<file path="src/rtl/sorter_pkg.sv">
// ============================================================================
// Module      : sorter_pkg
// Description : Shared defaults, sort-direction constants and tx state
//               encoding for the sorted stream transmitter.
// Revision    : 1.0 - initial release
// ============================================================================
`default_nettype none

package sorter_pkg;

    localparam int SORT_N = 8;
    localparam int SORT_W = 4;

    localparam logic DIR_ASC  = 1'b1;
    localparam logic DIR_DESC = 1'b0;

    typedef enum logic [0:0] {
        TX_IDLE = 1'b0,
        TX_SEND = 1'b1
    } tx_state_e;

endpackage

`default_nettype wire

</file>
<file path="src/rtl/order_check.sv">
// ============================================================================
// Module      : order_check
// Description : Combinational adjacent-pair order checker; err is set when any
//               neighbour pair breaks the requested direction (unsigned).
// Revision    : 1.0 - initial release
// ============================================================================
`default_nettype none

module order_check
    import sorter_pkg::*;
#(
    parameter int N = SORT_N,
    parameter int W = SORT_W
) (
    input  logic [N*W-1:0] frame,
    input  logic           dir,
    output logic           err
);

    logic [N-2:0] w_bad;

    // Equal neighbours are legal in either direction, hence strict compares.
    for (genvar i = 0; i < N - 1; i++) begin : g_cmp
        logic [W-1:0] w_a;
        logic [W-1:0] w_b;
        assign w_a      = frame[W*i +: W];
        assign w_b      = frame[W*(i+1) +: W];
        assign w_bad[i] = (dir == DIR_ASC) ? (w_a > w_b) : (w_a < w_b);
    end

    assign err = |w_bad;

endmodule

`default_nettype wire

</file>
<file path="src/rtl/sorted_stream_tx.sv">
// ============================================================================
// Module      : sorted_stream_tx
// Description : Captures a parallel sorted frame and streams it out one element
//               per handshake. Optional order check: SORTED_STREAM_TX_ORDER_CHECK_EN.
// Revision    : 1.0 - initial release
// ============================================================================
`default_nettype none

module sorted_stream_tx
    import sorter_pkg::*;
#(
    parameter int N = SORT_N,
    parameter int W = SORT_W
) (
    input  logic                 clk,
    input  logic                 rst,
    input  logic                 in_valid,
    output logic                 in_ready,
    input  logic [N*W-1:0]       in_data,
    input  logic                 in_dir,
    output logic                 out_valid,
    input  logic                 out_ready,
    output logic [W-1:0]         out_data,
    output logic [$clog2(N)-1:0] out_idx,
    output logic                 out_last,
    output logic                 order_err,
    output logic                 busy
);

    localparam int             IW         = $clog2(N);
    localparam logic [0:0]     c_ST_IDLE  = TX_IDLE;
    localparam logic [0:0]     c_ST_SEND  = TX_SEND;
    localparam logic [IW-1:0]  c_LAST_IDX = IW'(N - 1);
    localparam logic [IW-1:0]  c_IDX_ONE  = IW'(1);

    logic [0:0]     r_state;
    logic [N*W-1:0] r_frame;
    logic [IW-1:0]  r_idx;
    logic           r_err;

    logic           w_accept;
    logic           w_beat;
    logic           w_err;
    logic [W-1:0]   w_elem [N];

`ifdef SORTED_STREAM_TX_ORDER_CHECK_EN
    order_check #(
        .N (N),
        .W (W)
    ) u_order_check (
        .frame (in_data),
        .dir   (in_dir),
        .err   (w_err)
    );
`else
    // Direction only matters to the checker; here it folds to a constant zero.
    assign w_err = in_dir & ~in_dir;
`endif

    assign in_ready  = (r_state == c_ST_IDLE);
    assign out_valid = (r_state == c_ST_SEND);
    assign busy      = (r_state == c_ST_SEND);
    assign w_accept  = in_valid && in_ready;
    assign w_beat    = out_valid && out_ready;

    for (genvar i = 0; i < N; i++) begin : g_elem
        assign w_elem[i] = r_frame[W*i +: W];
    end

    assign out_data  = w_elem[r_idx];
    assign out_idx   = r_idx;
    assign out_last  = out_valid && (r_idx == c_LAST_IDX);
    assign order_err = r_err;

    always_ff @(posedge clk) begin
        if (rst) begin
            r_state <= c_ST_IDLE;
            r_frame <= '0;
            r_idx   <= '0;
            r_err   <= 1'b0;
        end else begin
            case (r_state)
                c_ST_IDLE: begin
                    if (w_accept) begin
                        r_state <= c_ST_SEND;
                        r_frame <= in_data;
                        r_idx   <= '0;
                        r_err   <= w_err;
                    end
                end
                c_ST_SEND: begin
                    if (w_beat) begin
                        if (r_idx == c_LAST_IDX) begin
                            r_state <= c_ST_IDLE;
                            r_idx   <= '0;
                        end else begin
                            r_idx <= r_idx + c_IDX_ONE;
                        end
                    end
                end
                default: begin
                    r_state <= c_ST_IDLE;
                    r_idx   <= '0;
                end
            endcase
        end
    end

endmodule

`default_nettype wire

</file>
<file path="config.mk">
export PLATFORM = sky130hd
export DESIGN_NAME = sorted_stream_tx
export DESIGN_NICKNAME = d
export VERILOG_FILES = /design/src/rtl/sorter_pkg.sv /design/src/rtl/order_check.sv /design/src/rtl/sorted_stream_tx.sv
export SDC_FILE = /design/constraint.sdc
export NUM_CORES = 1
export LEC_CHECK = 0
export BUFFER_PORTS_ARGS = -buffer_cell sky130_fd_sc_hd__buf_2
export CAP_MARGIN = 10
export CORE_UTILIZATION = 40
export CTS_CLUSTER_DIAMETER = 120
export DETAILED_ROUTE_END_ITERATION = 8
export PLACE_DENSITY = 0.69
export SLEW_MARGIN = 25
export SYNTH_ARGS = -nofsm -noshare
export SYNTH_HDL_FRONTEND = slang
export SYNTH_SLANG_ARGS = --single-unit
</file>
<file path="constraint.sdc">
create_clock -name clk -period 1.6 [get_ports clk]
set_input_delay 0.08 -clock clk [delete_from_list [all_inputs] [get_ports clk]]
set_output_delay 0.08 -clock clk [all_outputs]
set_load 0.01 [all_outputs]
</file>
* Word-level counts from Yosys, hierarchy flattened
Index checks and enable logic that the tools add are counted.
Widths: inputs -> output; s select.
** Word-level totals
- Bits of input ports :: 37
- Logic and storage cells :: 26
- Bits in registers :: 36
** Operators by class
- Bitwise operators :: 2
- Eq/ne operators :: 3
- Mux-type cells :: 11
- Order comparisons :: 1
- Reductions and logical operators :: 5
- Add/sub/neg operators :: 1
** Operators by type and width (count)
- $bmux 4 s3 :: 1
- $mux 3 :: 3
- $mux 4 :: 2
- $pmux 3 s2 :: 1
- $ge 4x4->1 const B :: 1
- $ne 2x1->1 const B :: 2
- $not 3->4 :: 1
- $reduce_and 2->1 :: 2
- $add 3x1->3 const B :: 1
- $eq 3x3->1 const B :: 1
- $logic_and 1x1->1 :: 3
- $mux 1 :: 3
- $pmux 1 s2 :: 1
- $not 1->1 :: 1

* Logic depth before layout (Yosys ltp)
Gate-level depths: netlist of the first run.
- Depth in word-level cells :: 4
- Mapped depth :: 6
- Gate-level depth less buffers :: 5

* Worst setup path before layout of the first run
No wires, ideal clock.
- Kind :: reg-to-output
- Start point :: register r_idx[0] (netlist: out_idx[0])
- End point :: output port out_data[0]
- Buffers on the path :: 1
- Required time :: 1.520 ns
- Arrival :: 1.376 ns
- Cell stages (with the launch flop) :: 4
- Slack :: 0.144 ns
- Path through :: dfxtp_1 > buf_6 > mux4_1 > mux2_2
** Between the ends
- Word-level cells in the longest chain between the ends :: 4
** Ends and longest elaborated chain
- start, declared :: line sorted_stream_tx.sv:38 : logic [IW-1:0] r_idx;
- start signal, assigned :: line sorted_stream_tx.sv:97 : r_idx <= r_idx + c_IDX_ONE;
- $not 3->4 (not written as such) :: line sorted_stream_tx.sv:70 : assign out_data = w_elem[r_idx];
- $bmux 4 s3 :: line sorted_stream_tx.sv:70
- $mux 4 (not written as such) (2 in a row) :: line sorted_stream_tx.sv:70
- end, declared :: line sorted_stream_tx.sv:23 : output logic [W-1:0] out_data,
No other way between the ends. The select of a mux whose other input is x is not followed.

* Worst setup path after layout of the first run
- Start point :: register r_idx[0] (netlist: out_idx[0])
- End point :: output port out_data[2]
The elaborated chain is that of the path after synthesis.

==> metrics, run 1 <==
Clock Pin Slew Worst Setup and Hold Paths 0.07 ns; hold depth 3; htree depth 2; Hold Violations, Final 0; cell taking the most area after synthesis dfxtp_1; Reg area 726 um^2; share of post-route cells with drive strength above 1 0.327; Clock Latency Late Sink 0.29 ns; Slew headroom 0.563; Largest stage delay, worst path ~0.52 ns; CTS Buf Count 5; row count 22; Tot Pwr ~0.0019 W; part of the Yosys area used for sequential elements 0.455; DR iter-0 viols 119; Crit-path slowest cell mux4_2; DRC Markers 0; top-area cell type share of the netlist area 0.455; fin nets 258; maximum VDD drop 464 uV; Synth Instances 177; fillers 368; Die Y 64.9 um; Port-buffer cells 46; CP required around 1.5 ns; pwr dens approximately 970 nW/um^2; crit path launch type register; fin util 0.520; total wire length ~3500 um; Setup Viol. Count Final 4; outcome complete, but fails checks; Ys Warns 0; crit end category output port; top cells by area, synth dfxtp_1, nand2_1, mux4_1; P&R area growth vs syn 22.1%; via/cell ratio 4.99; worst r2r src out_idx[0]; via count 1336; Post-CTS Hold Buffers 0; Sink Count 36; synthesized flop and latch total 36; worst slew pin tran ~0.66 ns; post-route clock period utilization 1.07; hold path start in_data[30]; largest net degree at the start of global routing 37; CP cell instances mux4_2, mux2_4, buf_6; critical path type register to output port; top-count cell post-synth nand2_1; Antenna Violating Nets Remaining 0; fin worst setup slack -0.116 ns; Final Wtd Congestion just over 0.7; starting density of the core 0.426; DR pass1 iterations 4; crit path time final 1.72 ns; initial antenna violation count 0; failing checks setup timing; worst endpoint data arrival time 1.64 ns; CTS tree yes; CORE AREA 3720 um^2; Hold Path Class input pin to register; worst reg2reg endpoint out_idx[2]; max-slew violations 0; Syn Nets 216; GRT Overall Usage 0.188; drt wl/cell 13.1 um; fmax between 0.5 and 0.6 GHz; Worst R2R Path Depth 5; Unique masters post-synth 19; Leakage 0.813 nW; DIE AREA 4210 um^2; Clock Tree Root clkbuf_8; cell area after synthesis 1580 um^2; syn avg cell area 8.94 um^2; DP HPWL 2360 um; ys async rst share 0; Synth Flop Type dfxtp_1; gr ovfl total 0; crit path max fanout 7; reg-to-reg slack, setup 0.23 ns; Max-Cap Viols 0; Post-Place Worst Slack -0.0209 ns; EDFF count, synth 0; RSZ-0062 raised after global routing yes; first-pass GRT wire length 5850 um; Die Wd 64.9 um; ANT cells 0; final clock skew 0.00618 ns; Multi-input gate area approximately 760 um^2; vias in the first global route approximately 1200; Hold EP r_frame[30]; Longest Clk Path Bufs 2; Synth top cells by count nand2_1, dfxtp_1, a21oi_1; IO Pins 49
-- sequential cells by signal (all words and copies together), names as in the netlist --
register / count
r_frame: 32
out_idx: 3
busy: 1
-- area by class of cell --
type                       count  area share
multi-input combinational    124       0.394
sequential                    36       0.375
timing repair buffer          51       0.151
clock buffer                   8      0.0466
tap                           48      0.0311
inverter                       1     0.00194
-- per-layer routing --
metal / GRT usage / routed length [um] / up-vias
met5: 0 / 0 / -
met1: 0.246 / 1630 / 611
met3: 0.0651 / 227 / 5
met2: 0.286 / 1600 / 42
li1: - / - / 678
met4: 0.0667 / 53 / 0
-- cell families (layout without fill, tap and decap cells) --
family | count (synthesis) | in the layout | synth area share
buffers and inverters | 17 | 60 | 0.0601
AOI/OAI and AO/OA | 36 | 36 | 0.123
adders and majority gates | 2 | 2 | 0.0158
and+or+nand+nor | 72 | 72 | 0.176
DFF | 36 | 36 | 0.455
other | 1 | 1 | 0.00237
muxes | 13 | 13 | 0.168
-- worst max-delay path: cells and delay by family, from the launching register on --
kind,cells,cell delay [ns]
mux,2,0.81
flops,1,0.42
buf+inv,1,0.12
-- metrics by stage --
stage	area [um^2]	cells	TNS (ns)	hold WS, ns
final	1930	268	-0.431	0.0242
after global routing	1930	268	-0.693	0.0352
after CTS	1920	268	-0.498	0.0191
after detailed placement	1820	260	-0.0443	0.326
after global placement	1820	260	-0.00935	0.323
after floorplan	1580	177	0	0.198
-- cells in the final DEF, fill, tap and decap left out, drive strengths merged --
cell	instances
a21oi	32
a311oi	1
a32oi	3
and2	1
buf	51
clkbuf	8
conb	1
dfxtp	36
ha	2
inv	1
mux2	4
mux2i	1
mux4	8
nand2	64
nand2b	1
nor2	5
nor2b	1
-- power by group --
group,internal [W],switching (W),total (W)
clock,0.000351,0.000306,0.000657
combinational,0.000120,0.000118,0.000238
sequential,0.000945,0.0000352,0.000980
total,0.00142,0.000459,0.00187
-- timing repair --
item / in CTS / in global routing
gates resized for setup: 15 / 4
buffers inserted: 0 / 0
setup endpoints to repair: 5 / 5
-- worst max path at each step --
stage                          start     endpoint  slack, ns  depth (start not counted)
after floorplan           out_idx[0]  out_data[0]       0.14                          3
after global placement    out_idx[0]  out_data[2]     -0.009                          3
after detailed placement  out_idx[0]  out_data[1]      -0.02                          3
after CTS                 out_idx[0]  out_data[2]      -0.13                          3
after global routing      out_idx[0]  out_data[1]      -0.18                          3
final                     out_idx[0]  out_data[2]      -0.12                          3
Power figures use the tool's default switching activity.
==> inputs of run 2 (changes only) <==
- SETUP_SLACK_MARGIN: not set -> 0.3
==> run 2 against run 1 <==
The flow still finishes with violations (setup timing). Fmax shrank 1.1%. Non-clock buffer count up 2. Sequential cell count did not move. Clock skew fell by 0.00087 ns. Routed wire length shrank 6.1%. Critical path type unchanged. Critical endpoint unchanged.
==> metrics, run 2 (synthesis results as in run 1) <==
outcome complete, but fails checks; failing checks setup timing; Final Wtd Congestion 0.738; DRC Markers 0; DIE AREA around 4200 um^2; row count 22; via count approximately 1300; final clock skew roughly 0.0053 ns; DR pass1 iterations 4; critical path type register to output port; ANT cells 0; Hold Path Class input pin to register; share of post-route cells with drive strength above 1 0.344; Post-CTS Hold Buffers 0; max reg flops 32; maximum VDD drop 399 uV; largest net degree at the start of global routing 37; starting density of the core 0.426; Die Wd 64.9 um; worst slew pin tran 0.654 ns; setup TNS -0.478 ns; fin worst setup slack -0.135 ns; Clock Latency Late Sink 0.29 ns; Placed Area 1820 um^2; vias in the first global route 1214; Sink Count 36; Slew headroom 0.564; CTS tree yes; commonest non-fill, non-tap cells in the layout nand2_1, buf_2, dfxtp_1; CORE AREA 3720 um^2; hold depth 3; worst endpoint data arrival time 1.66 ns; Flop pwr share 0.513; crit path max fanout 8; design internal power approximately 0.0014 W; Switching Fraction 0.235; Clk pwr share 0.359; RSZ-0062 raised after global routing yes; register with the most flip-flops r_frame; Clock Tree Root clkbuf_8; max-slew violations 0; DP HPWL 2320 um; htree depth 2; Antenna Violating Nets Remaining 0; pwr dens 968 nW/um^2; gr ovfl total 0; GRT Overall Usage 0.178; leading cell type in the layout, fill and taps excluded nand2_1; Combinational Power Share 0.128; fmax 0.576 GHz; Worst R2R Path Depth 7; CTS Buf Count 5; Leakage 0.825 nW; Crit-path slowest cell mux4_2; DR iter-0 viols 111; Hold Violations, Final 0; fin nets 260; total wire length between 3000 and 4000 um; Largest stage delay, worst path approximately 0.54 ns; Sw Pwr about 0.00044 W; Clock Pin Slew Worst Setup and Hold Paths 0.07 ns; Max-Cap Viols 0; drt wl/cell around 12 um; WP buf/inv 1; CP top delay family multiplexers; crit path time final 1.74 ns; CP cell instances mux4_2, mux2_4, buf_6; initial antenna violation count 0; crit path launch type register; CP required 1.52 ns; post-route cell area 1960 um^2; post-route clock period utilization 1.08; worst r2r src out_idx[0]; via/cell ratio 4.99; Hold EP r_frame[23]; first-pass GRT wire length 5530 um; Longest Clk Path Bufs 2; IO Pins 49; Die Y roughly 65 um; Port-buffer cells between 40 and 50; worst reg2reg endpoint out_idx[0]; Setup Viol. Count Final 4; P&R area growth vs syn 23.6%; reg-to-reg slack, setup 0.14 ns; crit end category output port; hold path start in_data[23]
-- run 2: changes by cell type in the layout (fill, tap and decap cells not counted), sizes merged --
cell / delta
buf: +2
clkbuf: -1
-- run 2: through the flow --
stage          setup WS (ns)   util  power (W)  hold slack, ns  instances
4_1_cts               -0.149  0.523    0.00191          0.0217        268
6_report              -0.135  0.527    0.00189          0.0255        269
3_5_place_dp          0.0883  0.489    0.00123           0.329        261
2_1_floorplan          0.233      -    0.00114           0.198        177
3_3_place_gp          0.0980  0.489    0.00122           0.325        261
5_1_grt               -0.202  0.527    0.00201          0.0131        269
-- run 2: worst max-delay path by stage --
stage | from | to | cells after the start
5_1_grt | out_idx[0] | out_data[2] | 3
3_3_place_gp | out_idx[0] | out_data[2] | 3
2_1_floorplan | out_idx[0] | out_data[2] | 3
3_5_place_dp | out_idx[0] | out_data[2] | 3
4_1_cts | out_idx[0] | out_data[2] | 3
6_report | out_idx[0] | out_data[2] | 3
-- run 2: routing by layer --
metal  up-vias  share of wire  routed length (um)  global-route usage
met5         -              0                   0                   0
met1       620           0.48                1600               0.223
met4         0          0.020                  65              0.0750
li1        681              -                   -                   -
met3         7          0.048                 159              0.0599
met2        34           0.45                1480               0.276
-- run 2: tightest hold or removal path: stages --
cell	delay (ns)
buf_2	0.09
nand2_1	0.04
a21oi_1	0.05
-- run 2: power by group through the flow --
stage	registers, W	clock network, W	logic (W)
2_1_floorplan	0.000984	0	0.000159
3_3_place_gp	0.000994	0	0.000228
3_5_place_dp	0.000996	0	0.000232
4_1_cts	0.000973	0.000700	0.000242
5_1_grt	0.000979	0.000760	0.000269
6_report	0.000972	0.000680	0.000242
-- run 2: layout make-up --
class	count	area, um^2
inverters	1	3.75
well taps	48	60.1
clock buffers	7	96.3
flip-flops and latches	36	728
fillers	351	1760
repair buffers	53	312
multi-input cells	124	757
-- run 2: repair_timing --
action	4_1_cts	5_1_grt
pin swaps	0	0
buffers inserted	0	1
resized for setup	6	2
setup endpoints to repair	9	20
==> inputs of run 3 (changes only) <==
--- a/config.mk
+++ b/config.mk
@@ -12,5 +12,5 @@
 export DETAILED_ROUTE_END_ITERATION = 8
 export PLACE_DENSITY = 0.69
-export SETUP_SLACK_MARGIN = 0.3
+export SETUP_SLACK_MARGIN = 0.02
 export SLEW_MARGIN = 25
 export SYNTH_ARGS = -nofsm -noshare
==> constraint.sdc (replaced) <==
create_clock -name clk -period 1.6 [get_ports clk]
set_input_delay 0.08 -clock clk [delete_from_list [all_inputs] [get_ports clk]]
set_output_delay 0.08 -clock clk [all_outputs]
set_load 0.1 [all_outputs]
==> run 3 against run 2 <==
The run still ends with setup timing left. Fmax fell by 3.8%. Sequential cell count unchanged. Utilization increased by 2.6 points. Die area stayed put. Routed wire length is 8.9% higher. First-iteration DRC count down 27%. Combinational power grew 51%. Global-route usage grew 1.6 points. Register-to-register slack improved by 0.10 ns. Worst hold slack about the same. Count of clock-buffer cells in the layout up 1. Worst setup slack lost 0.068 ns. Highest routed layer unchanged.
==> metrics, run 3 (synthesis results as in run 1) <==
outcome complete, but fails checks; failing checks setup timing; IO Pins 49; max-slew violations 0; first-pass GRT wire length 5890 um; Sw Pwr ~0.00056 W; Longest Clk Path Bufs 2; worst endpoint data arrival time 1.72 ns; crit end category output port; Port-buffer cells 46; DP HPWL 2360 um; Switching Fraction 0.281; Die Wd 64.9 um; DRC Markers 0; vias in the first global route 1231; Placed Instances 261; setup TNS -0.777 ns; P&R area growth vs syn 29.8%; fillers 363; critical path type register to output port; worst setup path startpoint out_idx[0]; share of post-route cells with drive strength above 1 0.357; Combinational Power Share 0.183; DR pass1 iterations 4; Sink Count 36; Flop pwr share 0.491; via/cell ratio between 4 and 5; Slew headroom 0.573; Setup Viol. Count Final 4; worst r2r src out_idx[0]; DR iter-0 viols between 80 and 90; Max-Cap Viols 0; RSZ-0062 raised after global routing yes; Post-CTS Hold Buffers 0; final clock skew 0.00279 ns; htree depth 2; largest net degree at the start of global routing 37; design internal power 0.00143 W; maximum VDD drop 357 uV; starting density of the core 0.426; leading cell type in the layout, fill and taps excluded nand2_1; hold path start in_data[30]; DIE AREA about 4200 um^2; Antenna Violating Nets Remaining 0; fmax between 0.5 and 0.6 GHz; CTS tree yes; Final Wtd Congestion 0.746; drt wl/cell 13.2 um; register with the most flip-flops r_frame; CORE AREA 3720 um^2; commonest non-fill, non-tap cells in the layout nand2_1, buf_2, a21oi_1, dfxtp_1, mux4_2; Clk pwr share 0.326; total wire length 3590 um; Non-Filler Instances 272; gr ovfl total 0; via count 1349; crit path time final 1.80 ns; CP required 1.52 ns; pwr dens 971 nW/um^2; crit path max fanout 8; CTS Buf Count 5; Post-Place Worst Slack -0.0356 ns; initial antenna violation count 0; ANT cells 0; Hold Path Class input pin to register; fin nets about 260; Clock Tree Root clkbuf_8; post-route clock period utilization 1.13; GRT Overall Usage 0.194; row count 22; Clock Latency Late Sink ~0.29 ns; Clock Pin Slew Worst Setup and Hold Paths 0.07 ns; Leakage 0.848 nW; crit path launch type register; Die Y between 60 and 70 um; Hold Violations, Final 0; worst slew pin tran about 0.64 ns; max reg flops 32; fin worst setup slack -0.203 ns
## run 3: final cells by class
type | count | area (um^2) | share of cell area
well taps | 48 | 60.1 | 0.0292
repair buffers | 55 | 384 | 0.187
flip-flops and latches | 36 | 731 | 0.356
clock buffers | 8 | 90.1 | 0.0438
inverters | 1 | 3.75 | 0.00183
multi-input cells | 124 | 786 | 0.382
## run 3: critical path: stages, from the launching register on
cell     delay (ns)
dfxtp_4        0.43
buf_6          0.12
buf_4          0.10
mux4_2         0.31
mux2_4         0.30
buf_12         0.17
## run 3: stage by stage
stage | area, um^2 | total power, W | util | hold WS [ns]
after global routing | 2050 | 0.00210 | 0.553 | 0.0157
after floorplan | 1610 | 0.00124 | - | 0.190
after detailed placement | 1870 | 0.00133 | 0.502 | 0.325
final | 2050 | 0.00200 | 0.553 | 0.0257
after CTS | 2060 | 0.00201 | 0.555 | 0.0217
after global placement | 1870 | 0.00132 | 0.502 | 0.323
## run 3: path summary, 6_finish.rpt
| path | to | slack, ns | depth (start not counted) |
|---|---|---|---|
| max reg2reg | out_idx[0] | 0.24 | 7 |
| min | r_frame[30] | 0.03 | 3 |
| min reg2reg | r_frame[1] | 0.45 | 2 |
| max | out_data[0] | -0.20 | 5 |
## run 3: power by group through the flow
stage | registers (W) | clock network [W] | logic, W
6_report | 0.000980 | 0.000650 | 0.000365
5_1_grt | 0.000985 | 0.000724 | 0.000393
4_1_cts | 0.000978 | 0.000662 | 0.000368
3_5_place_dp | 0.000996 | 0 | 0.000330
3_3_place_gp | 0.000994 | 0 | 0.000327
2_1_floorplan | 0.00100 | 0 | 0.000236
## run 3: routing by layer
layer / share of wire / track usage / up-vias
met3: 0.051 / 0.0370 / 8
met4: 0.028 / 0.125 / 0
li1: - / - / 683
met5: 0 / 0 / -
met2: 0.47 / 0.303 / 53
met1: 0.45 / 0.242 / 605
## run 3: repair_timing
item / in CTS / in global routing
pin swaps: 0 / 0
hold endpoints to repair: 0 / 0
setup buffers: 4 / 0
endpoints found under the setup margin: 5 / 6
gates resized for setup: 30 / 3
